### src/rtl/video_timing_pkg.sv
// ============================================================================
// Module      : video_timing_pkg
// Description : Shared types and helpers for the raster timing generator.
// Revision    : 1.0 - initial release
// ============================================================================
`default_nettype none

package video_timing_pkg;

    typedef enum logic [1:0] {
        ST_ACTIVE = 2'd0,
        ST_FRONT  = 2'd1,
        ST_SYNC   = 2'd2,
        ST_BACK   = 2'd3
    } axis_state_t;

    function automatic int total(input int active, input int fp, input int sync, input int bp);
        return active + fp + sync + bp;
    endfunction

endpackage

`default_nettype wire

### src/rtl/video_axis_counter.sv
// ============================================================================
// Module      : video_axis_counter
// Description : One raster axis: region FSM plus position counter with wrap.
// Revision    : 1.0 - initial release
// ============================================================================
`default_nettype none

module video_axis_counter
    import video_timing_pkg::*;
#(
    parameter int ACTIVE = 640,
    parameter int FP     = 16,
    parameter int SYNC   = 96,
    parameter int BP     = 48,
    parameter int CW     = 12
) (
    input  logic          clk,
    input  logic          reset,
    input  logic          adv,
    output logic [CW-1:0] cnt,
    output logic [CW-1:0] next_cnt,
    output axis_state_t   state,
    output axis_state_t   next_state,
    output logic          wrap
);

    localparam int c_total   = total(ACTIVE, FP, SYNC, BP);
    localparam int c_b_front = ACTIVE;
    localparam int c_b_sync  = ACTIVE + FP;
    localparam int c_b_back  = ACTIVE + FP + SYNC;
    localparam logic [CW-1:0] c_last = CW'(c_total - 1);

    if (ACTIVE < 1 || c_total > (1 << CW)) begin : g_param_check
        $fatal(1, "video_axis_counter: ACTIVE must be >= 1 and total must fit in CW bits");
    end

    logic [CW-1:0] r_cnt;
    axis_state_t   r_state;
    logic [CW-1:0] w_next_cnt;
    axis_state_t   w_next_state;
    logic [CW:0]   w_next_ext;
    logic          w_wrap;

    assign w_wrap     = adv && (r_cnt == c_last);
    assign w_next_ext = {1'b0, w_next_cnt};

    always_comb begin
        w_next_cnt = r_cnt;
        if (adv) begin
            w_next_cnt = w_wrap ? '0 : r_cnt + 1'b1;
        end
    end

    // Empty porch/sync regions are jumped over on the boundary edge itself.
    always_comb begin
        w_next_state = r_state;
        if (w_wrap) begin
            w_next_state = ST_ACTIVE;
        end else if (adv) begin
            case (r_state)
                ST_ACTIVE: begin
                    if (w_next_ext == (CW+1)'(c_b_front)) begin
                        if (FP != 0)
                            w_next_state = ST_FRONT;
                        else if (SYNC != 0)
                            w_next_state = ST_SYNC;
                        else
                            w_next_state = ST_BACK;
                    end
                end
                ST_FRONT: begin
                    if (w_next_ext == (CW+1)'(c_b_sync))
                        w_next_state = (SYNC != 0) ? ST_SYNC : ST_BACK;
                end
                ST_SYNC: begin
                    if (w_next_ext == (CW+1)'(c_b_back))
                        w_next_state = ST_BACK;
                end
                default: w_next_state = r_state;
            endcase
        end
    end

    always_ff @(posedge clk) begin
        if (reset) begin
            r_cnt   <= '0;
            r_state <= ST_ACTIVE;
        end else begin
            r_cnt   <= w_next_cnt;
            r_state <= w_next_state;
        end
    end

    assign cnt        = r_cnt;
    assign next_cnt   = w_next_cnt;
    assign state      = r_state;
    assign next_state = w_next_state;
    assign wrap       = w_wrap;

endmodule

`default_nettype wire

### src/rtl/video_timing_gen.sv
// ============================================================================
// Module      : video_timing_gen
// Description : Raster timing source producing hs/vs, blanks, de and coordinates.
// Revision    : 1.0 - initial release
// ============================================================================
`default_nettype none

module video_timing_gen
    import video_timing_pkg::*;
#(
    parameter int   H_ACTIVE = 640,
    parameter int   H_FP     = 16,
    parameter int   H_SYNC   = 96,
    parameter int   H_BP     = 48,
    parameter int   V_ACTIVE = 480,
    parameter int   V_FP     = 10,
    parameter int   V_SYNC   = 2,
    parameter int   V_BP     = 33,
    parameter logic HS_POL   = 1'b1,
    parameter logic VS_POL   = 1'b1,
    parameter int   CW       = 12
) (
    input  logic          clk,
    input  logic          reset,
    input  logic          ce_pix,
    output logic          hs,
    output logic          vs,
    output logic          hblank,
    output logic          vblank,
    output logic          de,
    output logic [CW-1:0] hcnt,
    output logic [CW-1:0] vcnt,
    output logic          line_odd,
    output logic          frame_start
);

    logic [CW-1:0] w_h_cnt, w_h_next_cnt, w_v_cnt, w_v_next_cnt;
    axis_state_t   w_h_state, w_h_next_state, w_v_state, w_v_next_state;
    logic          w_h_wrap, w_v_wrap, w_v_adv;

    assign w_v_adv = ce_pix & w_h_wrap;

    video_axis_counter #(
        .ACTIVE (H_ACTIVE),
        .FP     (H_FP),
        .SYNC   (H_SYNC),
        .BP     (H_BP),
        .CW     (CW)
    ) u_h_axis (
        .clk        (clk),
        .reset      (reset),
        .adv        (ce_pix),
        .cnt        (w_h_cnt),
        .next_cnt   (w_h_next_cnt),
        .state      (w_h_state),
        .next_state (w_h_next_state),
        .wrap       (w_h_wrap)
    );

    video_axis_counter #(
        .ACTIVE (V_ACTIVE),
        .FP     (V_FP),
        .SYNC   (V_SYNC),
        .BP     (V_BP),
        .CW     (CW)
    ) u_v_axis (
        .clk        (clk),
        .reset      (reset),
        .adv        (w_v_adv),
        .cnt        (w_v_cnt),
        .next_cnt   (w_v_next_cnt),
        .state      (w_v_state),
        .next_state (w_v_next_state),
        .wrap       (w_v_wrap)
    );

    // Current-state and vertical wrap are not needed for output decode.
    logic w_unused;
    assign w_unused = ^{w_h_state, w_v_state, w_v_wrap};

    logic r_hs, r_vs, r_hblank, r_vblank, r_de, r_line_odd, r_frame_start;

    // Decoding next-state values keeps the registered outputs aligned with hcnt/vcnt.
    always_ff @(posedge clk) begin
        if (reset) begin
            r_hs          <= ~HS_POL;
            r_vs          <= ~VS_POL;
            r_hblank      <= 1'b1;
            r_vblank      <= 1'b1;
            r_de          <= 1'b0;
            r_line_odd    <= 1'b0;
            r_frame_start <= 1'b0;
        end else if (ce_pix) begin
            r_hs          <= (w_h_next_state == ST_SYNC) ? HS_POL : ~HS_POL;
            r_vs          <= (w_v_next_state == ST_SYNC) ? VS_POL : ~VS_POL;
            r_hblank      <= (w_h_next_state != ST_ACTIVE);
            r_vblank      <= (w_v_next_state != ST_ACTIVE);
            r_de          <= (w_h_next_state == ST_ACTIVE) && (w_v_next_state == ST_ACTIVE);
            r_line_odd    <= w_v_next_cnt[0];
            r_frame_start <= (w_h_next_cnt == '0) && (w_v_next_cnt == '0);
        end
    end

    assign hs          = r_hs;
    assign vs          = r_vs;
    assign hblank      = r_hblank;
    assign vblank      = r_vblank;
    assign de          = r_de;
    assign hcnt        = w_h_cnt;
    assign vcnt        = w_v_cnt;
    assign line_odd    = r_line_odd;
    assign frame_start = r_frame_start;

endmodule

`default_nettype wire

### config.mk
export PLATFORM = sky130hd
export DESIGN_NAME = video_timing_gen
export DESIGN_NICKNAME = d
export VERILOG_FILES = /design/src/rtl/video_timing_pkg.sv /design/src/rtl/video_axis_counter.sv /design/src/rtl/video_timing_gen.sv
export SDC_FILE = /design/constraint.sdc
export NUM_CORES = 1
export LEC_CHECK = 0
export ABC_CLOCK_PERIOD_IN_PS = 6550
export BUFFER_PORTS_ARGS = -buffer_cell sky130_fd_sc_hd__buf_2
export CAP_MARGIN = 20
export CORE_MARGIN = 3
export CORE_UTILIZATION = 55
export CTS_BUF_LIST = sky130_fd_sc_hd__clkbuf_2
export CTS_CLUSTER_SIZE = 20
export DETAILED_ROUTE_END_ITERATION = 10
export PLACE_DENSITY = 0.82
export SLEW_MARGIN = 20
export SYNTH_ARGS = -nofsm -noshare
export SYNTH_HDL_FRONTEND = slang
export SYNTH_SLANG_ARGS = --single-unit
### constraint.sdc
create_clock -name clk -period 6.55 [get_ports clk]
set_input_delay 0.655 -clock clk [delete_from_list [all_inputs] [get_ports clk]]
set_output_delay 0.655 -clock clk [all_outputs]
set_load 0.01 [all_outputs]
Yosys cells after proc, flatten, opt, wreduce, memory -nomap -nowiden:

Index checks and enable logic that the tools add are counted.
W data, S select, Z words.

* output and inout port bits: 31
* register bits: 35
* word-level logic and storage cells: 58

* bitwise gates (word level): 1
* reduce and logical (&&, ||, !) cells: 12
* mux-type cells: 18
* eq/ne operators: 14
* add/subtract/negate cells: 2

Operators by type and width (count)
* $eq A12 B10 Y1 const B: 5
* $mux W12: 4
* $eq A12 B9 Y1 const B: 3
* $add A12 B1 Y12 const B: 2
* $logic_not A12 Y1: 2
* $mux W2: 10
* $pmux W2 S3: 2
* $eq A2 B2 Y1 const B: 4
* $logic_not A2 Y1: 4
* $eq A2 B1 Y1 const B: 2
* $logic_and A1 B1 Y1: 4
* $reduce_bool A2 Y1: 2
* $mux W1: 2
* $and A1 B1 Y1: 1

Logic depth before layout (Yosys ltp):

* depth in word-level cells: 13
* gate-level depth with buffers: 12
* depth with buffers taken out: 10

Hierarchy:

Synthesis repeated with hierarchy kept, for this count alone.

* cells, all modules: 256
* area total of the unflattened synthesis: 2084.5 sq um

Modules (own cells, without submodules)
* video_axis_counter (u_v_axis): area each 903.4 sq um, times used 1, cells each 114
* video_axis_counter (u_h_axis): area each 848.3 sq um, times used 1, cells each 102
* video_timing_gen: area each 332.8 sq um, times used 1, cells each 40

Worst setup path before layout:

No wires, ideal clock.

* kind: register to register
* start: register u_v_axis.r_cnt[0] (netlist: u_v_axis.cnt[0])
* end: register r_de (netlist: de)
* required time: 6.433 ns
* stages on the path, launching flop included: 10
* slack: 3.794 ns
* data arrival time: 2.638 ns
* cell sequence: dfxtp_1 ha_1 or4b_1 or4_1 a21oi_1 o211ai_1 nor4b_2 a31oi_1 a21o_1 a32o_1

* word-level cells in the longest chain between the ends: 11
* elaborated cells between the ends (all ways): 16

RTL lines
* start: declaration: RTL line video_axis_counter.sv:37 `logic [CW-1:0] r_cnt;`
* start signal: assignment: RTL line video_axis_counter.sv:89 `r_cnt <= w_next_cnt;`
* branches (longest 8 deep; another with $add A12 B1 Y12)
* $mux W2 (*): RTL line video_axis_counter.sv:57 `if (w_wrap) begin`
* $logic_not A2 Y1 (*): RTL line video_timing_gen.sv:98 `r_de <= (w_h_next_state == ST_ACTIVE) && (w_v_next_state == ST_ACTIVE);`
* $logic_and A1 B1 Y1 (*): RTL line video_timing_gen.sv:98
* end signal: assignment: RTL line video_timing_gen.sv:98
* end: declaration: RTL line video_timing_gen.sv:81 `logic r_hs, r_vs, r_hblank, r_vblank, r_de, r_line_odd, r_frame_start;`

Every way passes the cells marked *.
A chain may end at the register's enable or synchronous reset.

Worst setup path after layout:

* start: register u_h_axis.r_cnt[0] (netlist: u_h_axis.cnt[0])
* end: register r_de (netlist: de)

* word-level cells in the longest chain between the ends: 13
* elaborated cells between the ends (all ways): 30

RTL lines (RTL line)
* start: declaration: video_axis_counter.sv:37
* start signal: assignment: video_axis_counter.sv:89
* branches (longest 12 deep; another with $add A12 B1 Y12)
* $logic_and A1 B1 Y1 (*): video_timing_gen.sv:98

Marks and branches as above.

==> impl_metrics.prom <==
# TYPE chip_impl_metric gauge
chip_impl_info{name="worstReg2RegStart",value="u_h_axis.cnt[0]"} 1
chip_impl_metric{name="residual_drc_count",unit=""} 0
chip_impl_metric{name="synth-adder-area-share",unit="%"} 1.65
chip_impl_metric{name="clkTransAtPathRegs",unit="ps"} 180
chip_impl_metric{name="setup_viol",unit=""} 0
chip_impl_info{name="most-common-layout-cells",value="dfxtp_1, nor2_1, buf_2"} 1
chip_impl_info{name="clock_tree_from_tritoncts",value="built"} 1
chip_impl_metric{name="ir_drop",unit="V"} 0.000107
chip_impl_metric{name="yosysWarnings",unit=""} 0
chip_impl_metric{name="register_to_register_path_depth",unit=""} 10
chip_impl_info{name="netlist.top_cell.by_area",value="dfxtp_1"} 1
chip_impl_info{name="r2r-end",value="de"} 1
chip_impl_metric{name="cts.sinks",unit=""} 35
chip_impl_metric{name="p_leak",unit="nW"} 0.920
chip_impl_metric{name="fillerInstances",unit=""} 363
chip_impl_metric{name="clk_path_buf_depth",unit=""} 2
chip_impl_metric{name="final-hold-violation-count",unit=""} 0
chip_impl_metric{name="critPathRequiredTime",unit="ps"} 6850
chip_impl_metric{name="post-place-ws",unit="ps"} 2980
chip_impl_metric{name="postCtsSetupRepairBufs",unit=""} 0
chip_impl_metric{name="worstHoldPathCells",unit=""} 2
chip_impl_metric{name="grt_start_max_net_pins",unit=""} 37
chip_impl_metric{name="cts_hold_buf",unit=""} 0
chip_impl_metric{name="netlist-cell-type-count",unit=""} 61
chip_impl_metric{name="place.port_buffers",unit=""} 33
chip_impl_metric{name="cts-buffers-inserted",unit=""} 5
chip_impl_metric{name="gp_routability_congestion",unit=""} 0.974
chip_impl_metric{name="synth_seq_cells",unit=""} 35
chip_impl_metric{name="initial_antenna_violation_count",unit=""} 0
chip_impl_metric{name="comb_power_share",unit="%"} 7.0
chip_impl_metric{name="number_of_top_level_design_ports",unit=""} 34
chip_impl_metric{name="via_count",unit=""} 2292
chip_impl_metric{name="die_area",unit="um2"} 4930
chip_impl_metric{name="seqCellArea",unit="um2"} 701
chip_impl_info{name="root_buffer",value="clkbuf_2"} 1
chip_impl_metric{name="worst-slew-pin-transition",unit="ps"} 664
chip_impl_info{name="timing.critical_path.to_type",value="flip-flop"} 1
chip_impl_metric{name="grt_pass1_wl",unit="um"} 9800
chip_impl_metric{name="placement_rows",unit=""} 22
chip_impl_metric{name="antenna_violating_nets_post_route",unit=""} 0
chip_impl_metric{name="power_density",unit="nW/um2"} 142
chip_impl_info{name="synth_top_cells_by_area",value="dfxtp_1, nor2_1, nand4_1"} 1
chip_impl_metric{name="drt-wirelength-per-cell",unit="um"} 15.8
chip_impl_metric{name="post_synth_xor_area_fraction",unit="%"} 6.56
chip_impl_info{name="critPathLaunchType",value="flip-flop"} 1
chip_impl_info{name="grt_setup_unrepaired",value="false"} 1
chip_impl_metric{name="detailed_place_hpwl",unit="um"} 3970
chip_impl_metric{name="layout.nets",unit=""} 318
chip_impl_metric{name="seq_area_frac_synth",unit="%"} 30.9
chip_impl_metric{name="die_x",unit="um"} 70.2
chip_impl_metric{name="max-slew-margin-rel",unit="%"} 55.7
chip_impl_metric{name="floorplan.core_area",unit="um2"} 3830
chip_impl_metric{name="netlist_instances",unit=""} 292
chip_impl_info{name="final_common_cell",value="dfxtp_1"} 1
chip_impl_metric{name="ctsResizeCount",unit=""} 0
chip_impl_metric{name="post-route-period-util",unit="%"} 51.1
chip_impl_metric{name="totalNegativeSetupSlack",unit="ps"} 0
chip_impl_info{name="worstHoldEndpoint",value="frame_start"} 1
chip_impl_info{name="type_of_the_worst_min_delay_path",value="flip-flop to flip-flop"} 1
chip_impl_metric{name="syn-mean-instance-area",unit="um2"} 7.77
chip_impl_info{name="holdCritStartpoint",value="frame_start"} 1
chip_impl_metric{name="internal-power",unit="mW"} 0.253
chip_impl_info{name="most_instantiated_flip_flop_cell_in_the_synthesis_netlist",value="dfxtp_1"} 1
chip_impl_metric{name="vias_in_the_first_global_route",unit=""} 2009
chip_impl_metric{name="initial_core_util",unit="%"} 59.3
chip_impl_info{name="status",value="complete, no violations"} 1
chip_impl_metric{name="clock_latency",unit="ps"} 400
chip_impl_metric{name="synthDominantCellAreaShare",unit="%"} 30.9
chip_impl_metric{name="die_outline_height",unit="um"} 70.2
chip_impl_metric{name="final_max_slew_viol_count",unit=""} 0
chip_impl_metric{name="fin_ws",unit="ps"} 3210
chip_impl_metric{name="crit_path_arrival_time",unit="ps"} 3650
chip_impl_metric{name="switching_share",unit="%"} 27.3
chip_impl_metric{name="multi_input_gate_area",unit="um2"} 1420
chip_impl_metric{name="ctsHtreeMaxLevel",unit=""} 2
chip_impl_metric{name="gr-usage-all-layers",unit="%"} 24.0
chip_impl_metric{name="share_of_synthesized_cell_area_in_and_or_nand_and_nor_gates",unit="%"} 35.4
chip_impl_metric{name="timing.clock.skew",unit="ps"} 18.6
chip_impl_metric{name="detail_route.wirelength",unit="um"} 5710
chip_impl_metric{name="achievable-frequency",unit="MHz"} 299
chip_impl_metric{name="fin_crit",unit="ps"} 3340
chip_impl_metric{name="net_switching_power_figure",unit="mW"} 0.0947
chip_impl_metric{name="detail_route.iter0.violations",unit=""} 286
chip_impl_metric{name="synth_compound_gate_area_share",unit="%"} 18.6
chip_impl_metric{name="share_clk_of_total_power",unit="%"} 30.0
chip_impl_metric{name="antennaDiodeCount",unit=""} 0
chip_impl_metric{name="area_growth_syn_to_layout",unit="%"} 7.56
chip_impl_metric{name="muxShareOfSynthArea",unit="%"} 0.441
chip_impl_metric{name="1st_pass_router_iterations",unit=""} 5
chip_impl_metric{name="count_of_flip_flops_with_a_built_in_enable_after_synthesis",unit=""} 0
chip_impl_metric{name="synth-async-reset-ratio",unit="%"} 0
chip_impl_metric{name="postSynthNetCount",unit=""} 298
chip_impl_metric{name="drv_cap",unit=""} 0
chip_impl_metric{name="detail_route.vias_per_cell",unit=""} 6.35
chip_impl_info{name="synth_top_family_by_area",value="simple AND/OR/NAND/NOR gates"} 1
chip_impl_metric{name="overflow",unit=""} 0
chip_impl_metric{name="seqPwrFrac",unit="%"} 63.0
chip_impl_metric{name="path_max_fanout",unit=""} 27
chip_impl_metric{name="flop2flop_setup_slack",unit="ps"} 3210
chip_impl_metric{name="final_layout_size_suffix_gt1_share",unit="%"} 16.3
chip_impl_metric{name="syn_area",unit="um2"} 2270
chip_impl_info{name="critical_path_class",value="flip-flop to flip-flop"} 1
[worst max path at each step]
stage / start / endpoint / slack [ps] / cells past startpoint
finish: u_h_axis.cnt[0] / de / 3210 / 10
CTS: u_h_axis.cnt[0] / de / 3260 / 10
global placement: ce_pix / de / 3080 / 10
detailed placement: ce_pix / de / 2980 / 10
floorplan: u_v_axis.cnt[0] / de / 3790 / 9
global route: u_h_axis.cnt[0] / de / 2890 / 10
[cells by family after synthesis]
kind of cell               Yosys count
muxes                                1
AOI/OAI and AO/OA                   60
DFF                                 35
buffers and inverters               32
adders and majority gates            3
and+or+nand+nor                    144
xor gates and xnor gates            17
[registers in the layout (all words and copies together) (netlist names)]
register,count
vs,1
u_v_axis.cnt,12
vblank,1
u_h_axis.state,2
line_odd,1
u_h_axis.cnt,12
hs,1
u_v_axis.state,2
frame_start,1
de,1
hblank,1
[power groups by stage]
stage	Sequential, mW	Clock (mW)	Combinational, mW
after floorplan	0.224	0	0.0155
after global placement	0.223	0	0.0238
after detailed placement	0.223	0	0.0242
after CTS	0.219	0.107	0.0245
after global routing	0.219	0.117	0.0270
final	0.219	0.104	0.0244
[cell usage after synthesis (2+ instances only)]
master / instances
a211oi_1: 4
a21boi_0: 2
a21oi_1: 16
a31oi_1: 5
a32o_1: 2
a41oi_1: 2
and3_1: 4
and4_1: 4
buf_2: 2
buf_4: 2
buf_6: 2
clkbuf_1: 14
dfxtp_1: 35
ha_1: 3
inv_1: 10
nand2_1: 21
nand2b_1: 2
nand3_1: 17
nand4_1: 14
nand4b_1: 2
nor2_1: 34
nor2b_1: 6
nor3_1: 14
nor3b_1: 2
nor4_1: 6
o211a_1: 2
o211ai_1: 3
o21ai_0: 6
o31ai_1: 4
or4_1: 5
or4_4: 2
xnor2_1: 9
xor2_1: 8
[stage by stage]
| stage | instances | util, % | instance area [um2] | hold slack (ps) | total power [mW] |
|---|---|---|---|---|---|
| finish | 361 | 63.8 | 2440 | 466 | 0.347 |
| global route | 361 | 63.8 | 2440 | 504 | 0.364 |
| CTS | 361 | 63.8 | 2440 | 472 | 0.350 |
| detailed placement | 353 | 62.7 | 2400 | 448 | 0.247 |
| global placement | 353 | 62.7 | 2400 | 437 | 0.247 |
| floorplan | 292 | - | 2270 | 467 | 0.240 |
[area by class of cell]
| cell class | instances | area share (%) |
|---|---|---|
| inverter | 11 | 1.69 |
| timing repair buffer | 34 | 7.08 |
| clock inverter | 2 | 0.513 |
| multi-input combinational | 225 | 58.3 |
| clock buffer | 6 | 1.23 |
| tap | 48 | 2.46 |
| sequential | 35 | 28.7 |
[routing by layer]
layer / vias up / routed length [um] / part of all wire, % / track usage (%)
met3: 8 / 445 / 7.8 / 4.46
met4: 0 / 72 / 1.3 / 6.60
met2: 94 / 2650 / 46 / 36.1
met1: 1065 / 2540 / 45 / 34.9
li1: 1125 / - / - / -
met5: - / 0 / 0 / 0
[critical path: stages, from the launching register on]
cell      delay, ps
dfxtp_1         460
ha_1            310
nand3_1         250
nor4_4          570
buf_4           370
and3_1          230
o211ai_1        130
nor4b_2         370
a31oi_1         130
a21o_1          200
a32o_1          240
No activity file was read; power rests on OpenSTA's default activity.
